## src/rtl/rtc_pkg.sv

```systemverilog
// Shared types, digit limits and time validation for the iiitb_rtc_param RTC.
package rtc_pkg;

    localparam logic [3:0] SEC_L_MAX = 4'd9;
    localparam logic [3:0] SEC_M_MAX = 4'd5;
    localparam logic [3:0] MIN_L_MAX = 4'd9;
    localparam logic [3:0] MIN_M_MAX = 4'd5;
    localparam logic [3:0] HR_M_MAX  = 4'd2;
    localparam logic [3:0] HR_L_MAX  = 4'd9;
    localparam int         HR_MAX    = 23;

    typedef struct packed {
        logic [3:0] hrm;
        logic [3:0] hrl;
        logic [3:0] minm;
        logic [3:0] minl;
        logic [3:0] secm;
        logic [3:0] secl;
    } rtc_time_t;

    typedef struct packed {
        logic [3:0] hrm;
        logic [3:0] hrl;
        logic [3:0] minm;
        logic [3:0] minl;
    } rtc_hm_t;

    function automatic logic rtc_valid(input rtc_time_t t);
        int hr;
        hr = 10 * int'(t.hrm) + int'(t.hrl);
        return (t.secl <= SEC_L_MAX) && (t.secm <= SEC_M_MAX) &&
               (t.minl <= MIN_L_MAX) && (t.minm <= MIN_M_MAX) &&
               (t.hrl  <= HR_L_MAX)  && (t.hrm  <= HR_M_MAX)  && (hr <= HR_MAX);
    endfunction

endpackage

```

## src/rtl/iiitb_rtc_param_if.sv

```systemverilog
// Control/display bundle of the RTC; alarm signals exist only with RTC_ALARM_EN.
interface iiitb_rtc_param_if;
    import rtc_pkg::*;

    logic       en;
    logic       load;
    rtc_time_t  ld_time;
    logic       mode_12h;
    logic [3:0] hrm, hrl, minm, minl, secm, secl;
    logic       pm;
    logic       sec_tick;
    logic       load_err;
`ifdef RTC_ALARM_EN
    logic       alm_set;
    rtc_hm_t    alm_time;
    logic       alm_arm;
    logic       alm_ack;
    logic       alarm;
`endif

    modport master (
        output en, load, ld_time, mode_12h,
`ifdef RTC_ALARM_EN
        output alm_set, alm_time, alm_arm, alm_ack,
        input  alarm,
`endif
        input  hrm, hrl, minm, minl, secm, secl, pm, sec_tick, load_err
    );

    modport slave (
        input  en, load, ld_time, mode_12h,
`ifdef RTC_ALARM_EN
        input  alm_set, alm_time, alm_arm, alm_ack,
        output alarm,
`endif
        output hrm, hrl, minm, minl, secm, secl, pm, sec_tick, load_err
    );

endinterface

```

## src/rtl/rtc_bcd_digit.sv

```systemverilog
// Single BCD digit counter 0..MAX with synchronous load and wrap on increment.
module rtc_bcd_digit #(
    parameter logic [3:0] MAX = 4'd9
) (
    input  logic       clk,
    input  logic       rst,
    input  logic       inc,
    input  logic       ld,
    input  logic [3:0] ld_val,
    output logic [3:0] q,
    output logic       at_max
);

    assign at_max = (q == MAX);

    // NOTE: non-blocking assignments so every flop samples pre-edge values.
    always_ff @(posedge clk) begin
        if (!rst)     q <= '0;
        else if (ld)  q <= ld_val;
        else if (inc) q <= at_max ? 4'd0 : q + 4'd1;
    end

endmodule

```

## src/rtl/iiitb_rtc_param.sv

```systemverilog
// BCD HH:MM:SS real-time clock on a single clock with prescaled seconds enable.
// Optional minute-resolution alarm compiled in with RTC_ALARM_EN.
module iiitb_rtc_param
    import rtc_pkg::*;
#(
    parameter int DIV = 100000000
) (
    input logic              clk,
    input logic              rst,
    iiitb_rtc_param_if.slave bus
);

    localparam int            PW      = $clog2(DIV);
    localparam logic [PW-1:0] PS_LAST = PW'(DIV - 1);

    logic [PW-1:0] ps_q;
    logic          ld_ok, wrap, tick, alm_bad;
    logic [3:0]    secl_q, secm_q, minl_q, minm_q, hrm_q, hrl_q, hrm_nx, hrl_nx;
    logic          secl_max, secm_max, minl_max, minm_max, sec_wrap, min_wrap;

    assign ld_ok    = bus.load && rtc_valid(bus.ld_time);
    assign wrap     = bus.en && (ps_q == PS_LAST);
    // Any load cycle, accepted or rejected, suppresses the pending second.
    assign tick     = wrap && !bus.load;
    assign sec_wrap = secl_max && secm_max;
    assign min_wrap = minl_max && minm_max;

    always_ff @(posedge clk) begin
        if (!rst)                     ps_q <= '0;
        else if (ld_ok)               ps_q <= '0;
        else if (bus.en && !bus.load) ps_q <= wrap ? '0 : ps_q + 1'b1;
    end

    rtc_bcd_digit #(.MAX(SEC_L_MAX)) u_secl (.clk(clk), .rst(rst), .inc(tick),
        .ld(ld_ok), .ld_val(bus.ld_time.secl), .q(secl_q), .at_max(secl_max));
    rtc_bcd_digit #(.MAX(SEC_M_MAX)) u_secm (.clk(clk), .rst(rst), .inc(tick && secl_max),
        .ld(ld_ok), .ld_val(bus.ld_time.secm), .q(secm_q), .at_max(secm_max));
    rtc_bcd_digit #(.MAX(MIN_L_MAX)) u_minl (.clk(clk), .rst(rst), .inc(tick && sec_wrap),
        .ld(ld_ok), .ld_val(bus.ld_time.minl), .q(minl_q), .at_max(minl_max));
    rtc_bcd_digit #(.MAX(MIN_M_MAX)) u_minm (.clk(clk), .rst(rst),
        .inc(tick && sec_wrap && minl_max),
        .ld(ld_ok), .ld_val(bus.ld_time.minm), .q(minm_q), .at_max(minm_max));

    // Hour pair advances as one unit: 09->10, 19->20, 23->00.
    // NOTE: defaults first so every path assigns every output (no latch).
    always_comb begin
        hrm_nx = hrm_q;
        hrl_nx = hrl_q + 4'd1;
        if (hrm_q == HR_M_MAX && hrl_q == 4'd3) begin
            hrm_nx = 4'd0;
            hrl_nx = 4'd0;
        end else if (hrl_q == HR_L_MAX) begin
            hrm_nx = hrm_q + 4'd1;
            hrl_nx = 4'd0;
        end
    end

    always_ff @(posedge clk) begin
        if (!rst) begin
            hrm_q <= '0;
            hrl_q <= '0;
        end else if (ld_ok) begin
            hrm_q <= bus.ld_time.hrm;
            hrl_q <= bus.ld_time.hrl;
        end else if (tick && sec_wrap && min_wrap) begin
            hrm_q <= hrm_nx;
            hrl_q <= hrl_nx;
        end
    end

    always_ff @(posedge clk) begin
        if (!rst) begin
            bus.sec_tick <= 1'b0;
            bus.load_err <= 1'b0;
        end else begin
            bus.sec_tick <= tick;
            bus.load_err <= (bus.load && !ld_ok) || alm_bad;
        end
    end

    assign bus.pm   = (hrm_q == 4'd2) || (hrm_q == 4'd1 && hrl_q >= 4'd2);
    assign bus.minm = minm_q;
    assign bus.minl = minl_q;
    assign bus.secm = secm_q;
    assign bus.secl = secl_q;

    always_comb begin
        bus.hrm = hrm_q;
        bus.hrl = hrl_q;
        if (bus.mode_12h) begin
            if (hrm_q == 4'd0 && hrl_q == 4'd0) begin
                bus.hrm = 4'd1;
                bus.hrl = 4'd2;
            end else if (hrm_q == 4'd1 && hrl_q >= 4'd3) begin
                bus.hrm = 4'd0;
                bus.hrl = hrl_q - 4'd2;
            end else if (hrm_q == 4'd2 && hrl_q <= 4'd1) begin
                bus.hrm = 4'd0;
                bus.hrl = hrl_q + 4'd8;
            end else if (hrm_q == 4'd2) begin
                bus.hrm = 4'd1;
                bus.hrl = hrl_q - 4'd2;
            end
        end
    end

`ifdef RTC_ALARM_EN
    rtc_hm_t alm_q, next_hm;
    logic    alm_ok, alm_match, alarm_q;

    assign alm_ok  = bus.alm_set && rtc_valid(rtc_time_t'({bus.alm_time, 8'h00}));
    assign alm_bad = bus.alm_set && !alm_ok;

    // HH:MM the clock will show after a seconds rollover this cycle.
    always_comb begin
        next_hm.minl = minl_max ? 4'd0 : minl_q + 4'd1;
        next_hm.minm = minl_max ? (minm_max ? 4'd0 : minm_q + 4'd1) : minm_q;
        next_hm.hrm  = min_wrap ? hrm_nx : hrm_q;
        next_hm.hrl  = min_wrap ? hrl_nx : hrl_q;
    end

    assign alm_match = tick && sec_wrap && bus.alm_arm && (next_hm == alm_q);

    always_ff @(posedge clk) begin
        if (!rst) begin
            alm_q   <= '0;
            alarm_q <= 1'b0;
        end else begin
            if (alm_ok)           alm_q   <= bus.alm_time;
            if (alm_match)        alarm_q <= 1'b1;
            else if (bus.alm_ack) alarm_q <= 1'b0;
        end
    end

    assign bus.alarm = alarm_q;
`else
    assign alm_bad = 1'b0;
`endif

endmodule

```

## src/flat_wrapper.sv

```systemverilog
// flat-port wrapper written by rule: the top's interface ports become plain ports
module iiitb_rtc_param_flat import rtc_pkg::*;
#(
    parameter int DIV = 100000000
)
  (clk, rst, bus_en, bus_load, bus_ld_time, bus_mode_12h, bus_hrm, bus_hrl, bus_minm, bus_minl, bus_secm, bus_secl, bus_pm, bus_sec_tick, bus_load_err);
  iiitb_rtc_param_if bus_i ();
  input logic clk;
  input logic rst;
  input wire logic [$bits(bus_i.en)-1:0] bus_en;
  input wire logic [$bits(bus_i.load)-1:0] bus_load;
  input wire logic [$bits(bus_i.ld_time)-1:0] bus_ld_time;
  input wire logic [$bits(bus_i.mode_12h)-1:0] bus_mode_12h;
  output wire logic [$bits(bus_i.hrm)-1:0] bus_hrm;
  output wire logic [$bits(bus_i.hrl)-1:0] bus_hrl;
  output wire logic [$bits(bus_i.minm)-1:0] bus_minm;
  output wire logic [$bits(bus_i.minl)-1:0] bus_minl;
  output wire logic [$bits(bus_i.secm)-1:0] bus_secm;
  output wire logic [$bits(bus_i.secl)-1:0] bus_secl;
  output wire logic [$bits(bus_i.pm)-1:0] bus_pm;
  output wire logic [$bits(bus_i.sec_tick)-1:0] bus_sec_tick;
  output wire logic [$bits(bus_i.load_err)-1:0] bus_load_err;
  assign bus_i.en = bus_en;
  assign bus_i.load = bus_load;
  assign bus_i.ld_time = bus_ld_time;
  assign bus_i.mode_12h = bus_mode_12h;
  assign bus_hrm = bus_i.hrm;
  assign bus_hrl = bus_i.hrl;
  assign bus_minm = bus_i.minm;
  assign bus_minl = bus_i.minl;
  assign bus_secm = bus_i.secm;
  assign bus_secl = bus_i.secl;
  assign bus_pm = bus_i.pm;
  assign bus_sec_tick = bus_i.sec_tick;
  assign bus_load_err = bus_i.load_err;
  iiitb_rtc_param #(.DIV(DIV)) u_core (.clk(clk), .rst(rst), .bus(bus_i));
endmodule
```

## config.mk

```make
export PLATFORM = sky130hd
export DESIGN_NAME = iiitb_rtc_param_flat
export DESIGN_NICKNAME = d
export VERILOG_FILES = /design/src/rtl/rtc_pkg.sv /design/src/rtl/iiitb_rtc_param_if.sv /design/src/rtl/rtc_bcd_digit.sv /design/src/rtl/iiitb_rtc_param.sv /design/src/flat_wrapper.sv
export SDC_FILE = /design/constraint.sdc
export NUM_CORES = 1
export LEC_CHECK = 0
export CORE_ASPECT_RATIO = 0.5
export CORE_UTILIZATION = 47
export CTS_BUF_LIST = sky130_fd_sc_hd__clkbuf_8
export DETAILED_ROUTE_END_ITERATION = 10
export DONT_BUFFER_PORTS = 1
export GPL_TIMING_DRIVEN = 0
export PLACE_DENSITY = 0.67
export SLEW_MARGIN = 10
export SYNTH_ARGS = -nofsm -noshare
export SYNTH_HDL_FRONTEND = slang
export SYNTH_SLANG_ARGS = --single-unit
```

## constraint.sdc

```tcl
create_clock -name clk -period 3.5 [get_ports clk]
set_input_delay 0.7 -clock clk [delete_from_list [all_inputs] [get_ports clk]]
set_output_delay 0.7 -clock clk [all_outputs]
set_load 0.005 [all_outputs]
```

# ---- Yosys cells after proc, flatten, opt, wreduce, memory -nomap -nowiden
# Index checks and enable logic that the tools add are counted.
dict set report totals {
  reg_bits 53
  out_inout_bits 27
  elab_cells 106
}
dict set report classes {
  n_lt_le_gt_ge 10
  n_bitwise 1
  n_mux 31
  add_sub_neg 10
  eq_ne 9
  multipliers 1
  reduce_logical 35
}
# operator count
set ops {}
lappend ops {{$mux W4} 30}
lappend ops {{$add A32 B5 Y32} 1}
lappend ops {{$le A32 B6 Y1 const B} 1}
lappend ops {{$add A27 B1 Y27 const B} 1}
lappend ops {{$eq A27 B27 Y1 const B} 1}
lappend ops {{$mux W27} 1}
lappend ops {{$add A4 B1 Y4 const B} 6}
lappend ops {{$logic_and A1 B1 Y1} 22}
lappend ops {{$eq A4 B4 Y1 const B} 3}
lappend ops {{$le A4 B4 Y1 const B} 3}
lappend ops {{$reduce_bool A2 Y1} 5}
lappend ops {{$eq A4 B2 Y1 const B} 2}
lappend ops {{$eq A4 B3 Y1 const B} 2}
lappend ops {{$ge A4 B2 Y1 const B} 2}
lappend ops {{$le A4 B3 Y1 const B} 2}
lappend ops {{$logic_not A4 Y1} 2}
lappend ops {{$mul A3 B4 Y7 const A} 1}
lappend ops {{$add A4 B4 Y4 const B} 1}
lappend ops {{$eq A4 B1 Y1 const B} 1}
lappend ops {{$le A4 B1 Y1 const B} 1}
lappend ops {{$le A4 B2 Y1 const B} 1}
lappend ops {{$sub A4 B2 Y4 const B} 1}
lappend ops {{$reduce_bool A3 Y1} 1}
lappend ops {{$logic_not A1 Y1} 2}
lappend ops {{4 further kinds} 4}

# ---- Logic depth before layout (Yosys ltp)
# Gate-level depths: netlist (run 1).
dict set report depth {
  word_depth 10
  mapped_depth 10
}

# ---- By module
# Synthesis (run 1) repeated with hierarchy kept, for this count alone.
dict set report unflattened {
  cells_unflattened 394
  area_unflattened_um2 3270.6
}
# module cells_each area_each_um2 seq_area_each_um2 n_inst
set by_module_without_submodules {}
lappend by_module_without_submodules {iiitb_rtc_param 290 2379.8 740.7 1}
lappend by_module_without_submodules {{rtc_bcd_digit at u_core.u_minl ...} 27 240.2 80.1 2}
lappend by_module_without_submodules {{rtc_bcd_digit at u_core.u_minm ...} 25 205.2 80.1 2}

# ---- Least setup slack after synthesis (run 1)
# OpenSTA, ideal clock, no wires.
dict set report synth_timing {
  path_type {input port to flip-flop}
  start {input port bus_ld_time[21]}
  end {register u_core.ps_q[10]}
  setup_slack_ns 0.313
  stages 10
  arrival_time_ns 3.070
  setup_ns 0.117
  path_cell_list {ha_1 ha_1 fa_1 or3_1 o22ai_1 a32o_1 nand4_1 nand3_1 buf_2 nor2_1}
}
dict set report synth_via {
  elab_chain_len 6
  elab_cells_between_ends 8
  classes_between {1 x add/sub; 1 x mul; 2 x order compare; 4 x reduce/logical}
}
# item line
set synth_rtl {}
lappend synth_rtl {{from (decl)} flat_wrapper.sv:12} ;# input wire logic [$bits(bus_i.ld_time)-1:0] bus_ld_time;
lappend synth_rtl {{$mul A3 B4 Y7} rtc_pkg.sv:30} ;# hr = 10 * int'(t.hrm) + int'(t.hrl);
lappend synth_rtl {{$add A32 B5 Y32} rtc_pkg.sv:30}
lappend synth_rtl {{$le A32 B6 Y1} rtc_pkg.sv:33} ;# (t.hrl <= HR_L_MAX) && (t.hrm <= HR_M_MAX) && (hr <= HR_MAX);
lappend synth_rtl {{$logic_and A1 B1 Y1 (*)} rtc_pkg.sv:33}
lappend synth_rtl {{$logic_and A1 B1 Y1 (*)} iiitb_rtc_param.sv:21} ;# assign ld_ok = bus.load && rtc_valid(bus.ld_time);
lappend synth_rtl {{$reduce_or A2 Y1 (no source line) (*)} --}
lappend synth_rtl {{to (signal assigned)} iiitb_rtc_param.sv:31} ;# else if (bus.en && !bus.load) ps_q <= wrap ? '0 : ps_q + 1'b1;
lappend synth_rtl {{to (decl)} iiitb_rtc_param.sv:16} ;# logic [PW-1:0] ps_q;
# Every way passes the cells marked *; elsewhere a longest branch is shown, timed or not.
# A chain may end at the register's enable or synchronous reset.

# ---- Worst setup path in the final report (run 1)
dict set report layout_timing {
  start {input port bus_ld_time[21]}
  end {register u_core.u_secl.q[3]}
}
dict set report layout_via {
  elab_chain_len 6
  elab_cells_between_ends 9
  classes_between {1 x add/sub; 1 x mul; 2 x order compare; 1 x mux; 4 x reduce/logical}
}
# item line
set layout_rtl {}
lappend layout_rtl {{$mul A3 B4 Y7} rtc_pkg.sv:30}
lappend layout_rtl {{$add A32 B5 Y32} rtc_pkg.sv:30}
lappend layout_rtl {{$le A32 B6 Y1} rtc_pkg.sv:33}
lappend layout_rtl {{$logic_and A1 B1 Y1 (*)} rtc_pkg.sv:33}
lappend layout_rtl {{$logic_and A1 B1 Y1 (*)} iiitb_rtc_param.sv:21}
lappend layout_rtl {{$mux W4 / $reduce_bool A2 Y1 (equally long branches)} --}
lappend layout_rtl {{to (signal assigned)} rtc_bcd_digit.sv:19} ;# else if (ld) q <= ld_val;
lappend layout_rtl {{to (signal assigned)} rtc_bcd_digit.sv:20} ;# else if (inc) q <= at_max ? 4'd0 : q + 4'd1;
lappend layout_rtl {{to (decl)} rtc_bcd_digit.sv:10} ;# output logic [3:0] q,
# Marked as above.

==> results by group, run 1 <==
Global route
  – Global-route wire length before repair: 12790 um
  – Gr ovfl total: 0
  – Pin count of the biggest net entering global routing: 16
  – GRT Total Usage: 22.26%
  – Initial antenna violation count: 0
  – Vias in the first global route: 2756

Run
  – Max Cap Violations: 0

Synth
  – Ys async rst share: 0%
  – Synth top cells by count: 63 x nor2_1, 53 x dfxtp_1, 35 x nand2_1
  – Avg Cell Area, Syn: 7.843 um^2
  – Sequential element share of the synthesized area: 32.68%
  – Post-Synthesis Cells: 414
  – Synth cell types: 59
  – Share of the synthesized area in the top cell type: 32.68%
  – Most used DFF post-synth: dfxtp_1
  – Synthesized area: 0.003247 mm^2
  – Mapped Nets: 458
  – Yosys warnings: 0
  – Count leader, synth: nor2_1
  – Post-synth EDFFs: 0
  – Dominant cell type by area after synthesis: dfxtp_1
  – Ranking of synthesized cells by area: dfxtp_1 33%, nor2_1 7.3%, ha_1 5.0%, xnor2_1 4.6%, o21ai_0 4.3%
  – Synth Register Bits: 53

Routing
  – Post-route DRC: 0
  – Via count: 3004
  – Drt total wl: 7910 um
  – Initial DRC Count: 172
  – 1st-pass router iterations: 4
  – Final ANT Viol Nets: 0
  – Vias/cell: 5.879
  – Drt wl/cell: 15.48 um

Power
  – Sequential cell fraction of total power: 55.9%
  – Worst VDD drop: 0.1414 mV
  – Pwr/cell area: 311.8 mW/mm^2
  – Switching share of power: 22.47%
  – Comb pwr share: 6.4%
  – Pleak: 1.198 nW
  – Power Internal: 0.8416 mW
  – Clock share of power: 37.7%
  – NetSw: 0.2439 mW

Finish
  – Share of cells above drive strength 1: 5.674%
  – Finished Layout Cells: 511
  – P&R area growth vs syn: 7.206%
  – Layout Nets: 467
  – Ant diodes: 0

STA
  – Max-slew violations: 0
  – Tmin final: 3.186 ns
  – Final period util: 91.02%
  – Max Clock Freq: 313.9 MHz
  – Final Hold Vio Count: 0
  – # setup viols final: 0
  – Clock Skew: 0.01264 ns
  – Final Worst Setup Slack: 0.3143 ns
  – Unrepaired setup endpoints after global routing: no
  – Slew @ Worst Pin: 0.6246 ns
  – Slew headroom: 58.04%

Floorplan
  – Die area: 0.007265 mm^2
  – Starting Density: 51.08%
  – Core area: 0.006356 mm^2
  – Die width: 119.5 um
  – Die height: 60.77 um
  – IO Count: 56
  – Rows: 20

Placed design
  – GPL Wtd Cong: 0.7677
  – Pre-CTS WS: -0.2548 ns
  – Dpl hpwl: 6012 um
  – Port Buffers: 0
  – Placed insts: 502

Setup path
  – CP startpoint kind: primary input
  – Worst EP required: 3.68 ns
  – WP data arrival: 3.37 ns
  – R2R setup slack: 0.59 ns
  – Crit end category: register
  – Crit-path max FO: 10
  – RR Endpoint: u_core.hrl_q[2]
  – Critical R2R Launch: u_core.ps_q[18]
  – Reg2reg path depth: 6
  – Critical path class: in2reg

Clock network
  – CTS sink cnt: 53
  – Root buffer cell: clkbuf_8
  – H-tree depth: 2
  – TritonCTS clock tree: built
  – Clock Latency Late Sink: 0.31 ns
  – Clk buf depth: 2
  – Clk slew on worst S/H paths: 0.10 ns
  – Hold_buf cts: 0
  – CTS buffer count: 5

Hold path
  – Hold Startpoint: bus_load
  – Hold EP: u_core.bus.load_err
  – Min-Delay Path Class: in2reg
  – Hold depth: 2

Status
  – Status: finished, final reports clean
[through the flow]
step / area [um^2] / TNS, ns / total power [mW] / hold slack, ns / utilization, %
2_1_floorplan: 3247 / 0 / 0.6741 / 0.4771 / -
5_1_grt: 3481 / 0 / 1.131 / 0.5006 / 54.76
3_5_place_dp: 3357 / -5.555 / 0.6899 / 0.5056 / 52.82
4_1_cts: 3461 / 0 / 1.092 / 0.4988 / 54.45
6_report: 3481 / 0 / 1.085 / 0.5076 / 54.76
3_3_place_gp: 3357 / -4.139 / 0.6872 / 0.4989 / 52.82
[flip-flops by register name, indices dropped and copies added (netlist names)]
name and count:
u_core.ps_q 27, u_core.hrl_q 4, u_core.hrm_q 4, u_core.u_minl.q 4, u_core.u_minm.q 4, u_core.u_secl.q 4, u_core.u_secm.q 4, u_core.bus.load_err 1
u_core.bus.sec_tick 1
[layout make-up]
cell class,count,area (um^2)
Sequential cell,53,1061
Buffer,19,82.58
Timing Repair Buffer,2,15.01
Clock buffer,5,68.82
Clock inverter,2,35.03
Fill cell,612,2875
Multi-Input combinational cell,320,2026
Tap cell,88,110.1
Inverter,22,82.58
[power groups by stage]
stage               Clock [mW]  Sequential [mW]  Combinational (mW)
floorplan                    0            0.621              0.0536
global placement             0            0.621              0.0661
detailed placement           0            0.621              0.0688
CTS                      0.416            0.607              0.0693
global route             0.444            0.608              0.0790
finish                   0.409            0.607              0.0697
[how the worst max path moves through the flow]
| stage | start | end | slack, ns |
|---|---|---|---|
| CTS | bus_ld_time[21] | u_core.ps_q[9] | 0.08 |
| floorplan | bus_ld_time[21] | u_core.ps_q[10] | 0.31 |
| global placement | bus_ld_time[21] | u_core.ps_q[21] | -0.19 |
| global route | bus_ld_time[21] | u_core.u_minl.q[3] | 0.13 |
| finish | bus_ld_time[21] | u_core.u_secl.q[3] | 0.31 |
| detailed placement | bus_ld_time[21] | u_core.ps_q[9] | -0.25 |
[placed cells by master (no fill, tap or decap), drive strengths merged, types with 4 or more instances in the layout]
cell type / instances
xnor2: 17
nor2: 63
xor2: 13
o21ai: 28
nand4: 13
and3: 10
or3: 5
nor3: 8
or4: 7
nand2: 35
o211ai: 5
buf: 7
dfxtp: 53
nand3: 17
ha: 13
a31oi: 4
nor4bb: 4
mux2i: 5
clkbuf: 19
a21boi: 6
a21oi: 16
inv: 22
[kinds of logic (layout without fill, tap and decap cells)]
kind of cell | count (synthesis) | in the layout | synth area share (%)
flip-flops | 53 | 53 | 32.68
multiplexers | 5 | 5 | 1.541
XOR/XNOR | 30 | 30 | 8.092
buffers and inverters | 41 | 50 | 5.086
AO/OA/AOI/OAI | 87 | 87 | 17.46
adder cells (fa/ha/maj) | 15 | 15 | 6.243
AND/OR/NAND/NOR | 183 | 183 | 28.90
[metal layers]
metal | global-route usage (%) | vias up | share of wire [%]
li1 | - | 1489 | -
met4 | 5.714 | 0 | 1.2
met2 | 39.06 | 63 | 48
met5 | 0 | - | 0
met1 | 28.51 | 1443 | 46
met3 | 4.887 | 9 | 4.6
[what timing repair did]
item,CTS,global route
gates resized for setup,0,1
endpoints found under the setup margin,0,21
setup buffers,0,2
[critical path: stages]
cell	delay, ns
ha_1	0.28
ha_1	0.21
fa_1	0.48
or3_1	0.38
o22ai_1	0.15
a32o_1	0.20
nand4_1	0.30
clkbuf_1	0.35
o221ai_1	0.26
a31oi_1	0.07
(Power assumes the default switching activity.)
==> run 2, diff against run 1 <==
- PLACE_DENSITY: 0.67 -> 0.69
- clock period: 3.5 -> 2.9 ns (I/O delays scaled with it)
==> run 2 against run 1 <==
Compared with the run above: power is 15% higher; via count is 0.33% lower; clock power is 3% higher; count of clock-buffer cells in the layout is 1 higher; flip-flop and latch count stayed put; worst setup slack worse by 0.23 ns; die area stayed put; non-clock buffer count is 1 higher; clock skew is 0.0031 ns lower; largest cell class unchanged.
==> results by group, run 2 (synthesis results as in run 1) <==
Clock network
  – Clk buf depth: 2 (unchanged)
  – CTS sink cnt: 53 (unchanged)
  – CTS buffer count: 5 (unchanged)
  – Root buffer cell: clkbuf_8
  – TritonCTS clock tree: built
  – Clock Latency Late Sink: 0.31 ns (about the same)
  – Hold_buf cts: 0 (unchanged)
  – H-tree depth: 2 (unchanged)
  – Clk slew on worst S/H paths: 0.09 ns (about the same)

Routing
  – Final ANT Viol Nets: 0 (unchanged)
  – Post-route DRC: 0 (unchanged)
  – Via count: 2994 (-0.33%)
  – Initial DRC Count: 220 (+28%)
  – Drt total wl: 8047 um (+1.7%)
  – 1st-pass router iterations: 4 (unchanged)
  – Vias/cell: 5.848 (-0.53%)
  – Drt wl/cell: 15.72 um (+1.5%)

Floorplan
  – Die height: 60.77 um (unchanged)
  – Rows: 20 (unchanged)
  – IO Count: 56 (unchanged)
  – Die area: 0.007265 mm^2 (unchanged)
  – Die width: 119.5 um (unchanged)
  – Starting Density: 51.08% (unchanged)
  – Core area: 0.006356 mm^2 (unchanged)

Setup path
  – Reg2reg path depth: 6 (unchanged)
  – Critical path class: reg2reg
  – WP data arrival: 3.06 ns (-0.31 ns)
  – Critical R2R Launch: u_core.ps_q[18]
  – CP max stage cell: or4_4
  – R2R setup slack: 0.08 ns (-0.51 ns)
  – CP Cell Sequence: or4bb_1, or4_4, buf_6, or4b_4, or4_1, a31oi_1
  – RR Endpoint: u_core.hrl_q[2]
  – Worst EP required: 3.14 ns (-0.54 ns)
  – CP startpoint kind: register
  – Crit-path max FO: 7 (-3)
  – CP peak stage delay: 0.56 ns (+0.08 ns)
  – Crit end category: register

Finish
  – Most frequent cells in the layout: 62 x nor2_1, 48 x dfxtp_1, 35 x nand2_1, 23 x inv_1
  – Fin util: 55.65% (+0.89 points)
  – Ant diodes: 0 (unchanged)
  – Reg area: 0.001070 mm^2 (+0.83%)
  – Layout Nets: 468 (+0.21%)
  – Share of cells above drive strength 1: 8.962% (+3.3 points)
  – Fillers: 609 (-0.49%)
  – Commonest non-fill, non-tap cell in the layout: nor2_1
  – Biggest register: u_core.ps_q
  – Area occupied by multi-input gates: 0.002052 mm^2 (+1.3%)
  – Max reg flops: 27 (unchanged)
  – P&R area growth vs syn: 8.940%

Hold path
  – Hold depth: 2 (unchanged)
  – Hold Startpoint: bus_load
  – Min-Delay Path Class: in2reg
  – Hold EP: u_core.bus.load_err

Power
  – Tot Pwr: 1.244 mW (+15%)
  – Pwr/cell area: 351.7 mW/mm^2 (+13%)
  – Worst VDD drop: 0.1520 mV (+7.5%)
  – Pleak: 1.221 nW (+1.9%)

Placed design
  – Dpl hpwl: 6004 um (-0.12%)
  – Pre-CTS WS: -0.4185 ns (-0.1638 ns)
  – Port Buffers: 0 (unchanged)
  – GPL Wtd Cong: 0.8138 (+6.0%)

Global route
  – Pin count of the biggest net entering global routing: 15 (-1)
  – Vias in the first global route: 2820 (+2.3%)
  – Global-route wire length before repair: 13300 um (+4.0%)
  – Initial antenna violation count: 0 (unchanged)
  – GRT Total Usage: 23.28% (+1.0 points)
  – Gr ovfl total: 0 (unchanged)

STA
  – Unrepaired setup endpoints after global routing: no
  – Max Clock Freq: 355.1 MHz
  – Clock Skew: 0.009506 ns (-0.003139 ns)
  – Slew headroom: 57.21% (-0.83 points)
  – # setup viols final: 0 (unchanged)
  – Tmin final: 2.816 ns
  – Setup TNS: 0 ns (unchanged)
  – Final period util: 97.10%
  – Final Hold Vio Count: 0 (unchanged)
  – Slew @ Worst Pin: 0.6369 ns (+0.01234 ns)
  – Max-slew violations: 0 (unchanged)
  – Final Worst Setup Slack: 0.08412 ns (-0.2302 ns)

Run
  – Max Cap Violations: 0 (unchanged)

Status
  – Status: finished, final reports clean
## run 2: timing repair
item	4_1_cts	5_1_grt
pin swaps	1	1
setup endpoints to repair	31	19
gates resized for setup	2	17
buffers inserted	2	1
## run 2: worst max path at each step
stage | cells after the start | to | from
2_1_floorplan | 10 | u_core.hrl_q[0] | bus_ld_time[21]
4_1_cts | 6 | u_core.hrl_q[2] | u_core.ps_q[10]
3_5_place_dp | 10 | u_core.hrm_q[1] | bus_ld_time[21]
3_3_place_gp | 10 | u_core.hrm_q[1] | bus_ld_time[21]
5_1_grt | 7 | u_core.hrm_q[2] | u_core.ps_q[10]
6_report | 6 | u_core.hrl_q[2] | u_core.ps_q[18]
## run 2: report_power, final
| group | switching (mW) | total [mW] | leakage (nW) | internal, mW |
|---|---|---|---|---|
| Sequential | 0.00304 | 0.732 | 0.430 | 0.729 |
| Clock | 0.235 | 0.422 | 0.0485 | 0.187 |
| Combinational | 0.0516 | 0.0906 | 0.742 | 0.0390 |
| Total | 0.290 | 1.24 | 1.22 | 0.954 |
## run 2: routing by layer
| metal | track usage [%] | vias to the layer above | part of all wire, % |
|---|---|---|---|
| li1 | - | 1485 | - |
| met1 | 29.69 | 1435 | 48 |
| met2 | 41.62 | 68 | 47 |
| met3 | 4.135 | 6 | 4.7 |
| met4 | 6.607 | 0 | 0.76 |
| met5 | 0 | - | 0 |
## run 2: cell type report
class                           instances  area share [%]
Buffer                                 19           3.219
Clock buffer                            6           2.335
Clock inverter                          1          0.1061
Inverter                               22           2.335
Multi-Input combinational cell        320           58.01
Sequential cell                        53           30.24
Tap cell                               88           3.113
Timing Repair Buffer                    3          0.6367
## run 2: per-stage QoR
step / cell area, um^2 / std cells / hold slack [ns]
global route: 3537 / 512 / 0.3856
global placement: 3401 / 502 / 0.5025
finish: 3537 / 512 / 0.3889
CTS: 3505 / 511 / 0.3810
detailed placement: 3401 / 502 / 0.5020
floorplan: 3291 / 414 / 0.4771
## run 2: critical path, delay by kind of cell (launching register included)
kind                   cells  cell delay (ns)
and+or+nand+nor            4             2.06
DFF                        1             0.37
AOI/OAI and AO/OA          1             0.17
buffers and inverters      1             0.15
==> run 3, diff against run 2 <==
- CAP_MARGIN: unset -> 20
- PLACE_DENSITY: 0.69 -> 0.67
- SETUP_SLACK_MARGIN: unset -> 0.5
- clock period: 2.9 -> 2.7 ns (I/O delays scaled with it)
==> run 3 against run 2 <==
Compared with the run above: flip-flop and latch count is the same; final cell count is 6.4% higher; power increased by 11%; routed wire length is 12% higher; the run now ends with negative setup slack left; count of clock-buffer cells in the layout did not move; highest routed layer unchanged; worst setup slack got worse by 0.10 ns; maximum frequency rose by 3.6%.
==> results by group, run 3 (synthesis results as in run 1) <==
Placed design
  – Pre-CTS WS: -0.6886 ns (-0.2700 ns)
  – Dpl hpwl: 6136 um (+2.2%)
  – Port Buffers: 0 (unchanged)
  – GPL Wtd Cong: 0.8165 (+0.33%)
  – Placed insts: 502 (unchanged)

STA
  – Slew @ Worst Pin: 0.6259 ns (-0.01107 ns)
  – # setup viols final: 2 (+2)
  – Final period util: 100.6% (+3.5 points)
  – Clock Skew: 0.01555 ns (+0.006045 ns)
  – Unrepaired setup endpoints after global routing: yes
  – Max-slew violations: 0 (unchanged)
  – Final Hold Vio Count: 0 (unchanged)
  – Final Worst Setup Slack: -0.01735 ns (-0.1015 ns)
  – Tmin final: 2.717 ns (-0.09853 ns)
  – Max Clock Freq: 368.0 MHz (+3.6%)
  – Slew headroom: 58.28% (+1.1 points)

Finish
  – Commonest non-fill, non-tap cell in the layout: dfxtp_1
  – Max reg flops: 27 (unchanged)
  – P&R area growth vs syn: 34.10%
  – Finished Layout Cells: 545 (+6.4%)
  – Ant diodes: 0 (unchanged)
  – Share of cells above drive strength 1: 30.42% (+21 points)
  – Layout Nets: 501 (+7.1%)
  – Most frequent cells in the layout: 46 x dfxtp_1, 36 x nor2_1, 32 x nand2_1, 21 x inv_1, 20 x buf_4
  – Biggest register: u_core.ps_q

Hold path
  – Hold depth: 2 (unchanged)
  – Hold EP: u_core.bus.load_err
  – Min-Delay Path Class: in2reg
  – Hold Startpoint: bus_load

Setup path
  – CP peak stage delay: 0.56 ns (about the same)
  – Crit-path max FO: 5 (-2)
  – CP Cell Sequence: or4_1, or4_4, buf_6, or4b_4, buf_6, or3_4, a21oi_2
  – WP data arrival: 2.96 ns (-0.10 ns)
  – CP startpoint kind: register
  – CP max stage cell: or4_4
  – Reg2reg path depth: 7 (+1)
  – R2R setup slack: -0.02 ns (-0.10 ns)
  – Crit end category: register
  – Cell family with most CP delay: simple AND/OR/NAND/NOR gates
  – Critical Path Most Common Cell: buf_6
  – CP Depth: 7 (+1)
  – RR Endpoint: u_core.hrm_q[2]
  – Critical path class: reg2reg
  – Worst EP required: 2.95 ns (-0.19 ns)
  – CP bufs+invs: 2 (+1)
  – Critical R2R Launch: u_core.ps_q[10]

Global route
  – GRT Total Usage: 24.86% (+1.6 points)
  – Vias in the first global route: 2967 (+5.2%)
  – Pin count of the biggest net entering global routing: 15 (unchanged)
  – Global-route wire length before repair: 14210 um (+6.9%)
  – Initial antenna violation count: 0 (unchanged)
  – Gr ovfl total: 0 (unchanged)

Floorplan
  – Starting Density: 51.08% (unchanged)
  – Rows: 20 (unchanged)
  – IO Count: 56 (unchanged)
  – Die area: 0.007265 mm^2 (unchanged)
  – Die width: 119.5 um (unchanged)
  – Die height: 60.77 um (unchanged)
  – Core area: 0.006356 mm^2 (unchanged)

Routing
  – Drt total wl: 9011 um (+12%)
  – Final ANT Viol Nets: 0 (unchanged)
  – Post-route DRC: 0 (unchanged)
  – 1st-pass router iterations: 4 (unchanged)
  – Drt wl/cell: 16.53 um (+5.2%)
  – Initial DRC Count: 174 (-21%)
  – Vias/cell: 5.855 (+0.13%)
  – Via count: 3191 (+6.6%)

Power
  – Pwr/cell area: 316.0 mW/mm^2 (-10%)
  – Worst VDD drop: 0.1927 mV (+27%)
  – Tot Pwr: 1.376 mW (+11%)
  – Pleak: 1.549 nW (+27%)

Clock network
  – Clk slew on worst S/H paths: 0.10 ns (about the same)
  – Clock Latency Late Sink: 0.31 ns (about the same)
  – H-tree depth: 2 (unchanged)
  – Hold_buf cts: 0 (unchanged)
  – CTS buffer count: 5 (unchanged)
  – TritonCTS clock tree: built
  – Clk buf depth: 2 (unchanged)
  – CTS sink cnt: 53 (unchanged)
  – Root buffer cell: clkbuf_8

Run
  – Max Cap Violations: 0 (unchanged)

Status
  – Failing checks: negative setup slack
  – Status: finished, violations left
run 3: cell count changes in the layout (fill, tap and decap cells not counted), sizes merged:
cell    before  now
clkbuf      19   21
buf          9   40
run 3: how the worst max path moves through the flow:
stage	from	to	slack, ns
after floorplan	bus_ld_time[21]	u_core.u_secl.q[2]	-0.11
after global placement	bus_ld_time[21]	u_core.hrm_q[1]	-0.54
after detailed placement	bus_ld_time[21]	u_core.ps_q[13]	-0.69
after CTS	u_core.ps_q[10]	u_core.hrl_q[2]	-0.01
after global routing	u_core.u_secm.q[2]	u_core.hrm_q[2]	-0.12
final	u_core.ps_q[10]	u_core.hrm_q[2]	-0.02
run 3: where the power goes:
group	switching, mW	internal, mW	total, mW
logic	0.0716	0.0633	0.135
registers	0.00316	0.782	0.785
clock network	0.255	0.201	0.456
total	0.330	1.05	1.38
run 3: what timing repair did:
item,CTS,global route
setup buffers,26,7
cloned,3,0
setup endpoints to repair,57,56
pin swaps,37,24
resized for setup,55,82
run 3: worst reg2reg max path, delay by kind of cell (launching register included):
family	cells	cell delay, ns
AND/OR/NAND/NOR	4	1.92
flip-flops	1	0.33
buffers and inverters	2	0.31
AO/OA/AOI/OAI	1	0.13
run 3: stage by stage:
step / instance area, um^2 / setup TNS, ns / utilization [%] / hold WS (ns)
after floorplan: 3363 / -3.348 / - / 0.4924
after global placement: 3473 / -20.99 / 54.65 / 0.5095
after detailed placement: 3473 / -27.79 / 54.65 / 0.5126
after CTS: 4013 / -0.01889 / 63.13 / 0.3453
after global routing: 4354 / -0.7475 / 68.50 / 0.3486
final: 4354 / -0.01854 / 68.50 / 0.3449
run 3: final cells by class:
| class | instances | area (um^2) |
|---|---|---|
| tap | 88 | 110.1 |
| timing repair buffer | 36 | 351.6 |
| sequential | 53 | 1075 |
| inverter | 22 | 85.08 |
| fill | 496 | 2002 |
| clock buffer | 6 | 82.58 |
| buffer | 19 | 175.2 |
| multi-input combinational | 320 | 2471 |
| clock inverter | 1 | 3.754 |
run 3: layer usage:
metal  part of all wire [%]  global-route usage [%]
met2                     50                   45.91
met4                    1.4                   6.607
met1                     45                   30.81
met3                    3.4                   4.417
met5                      0                       0
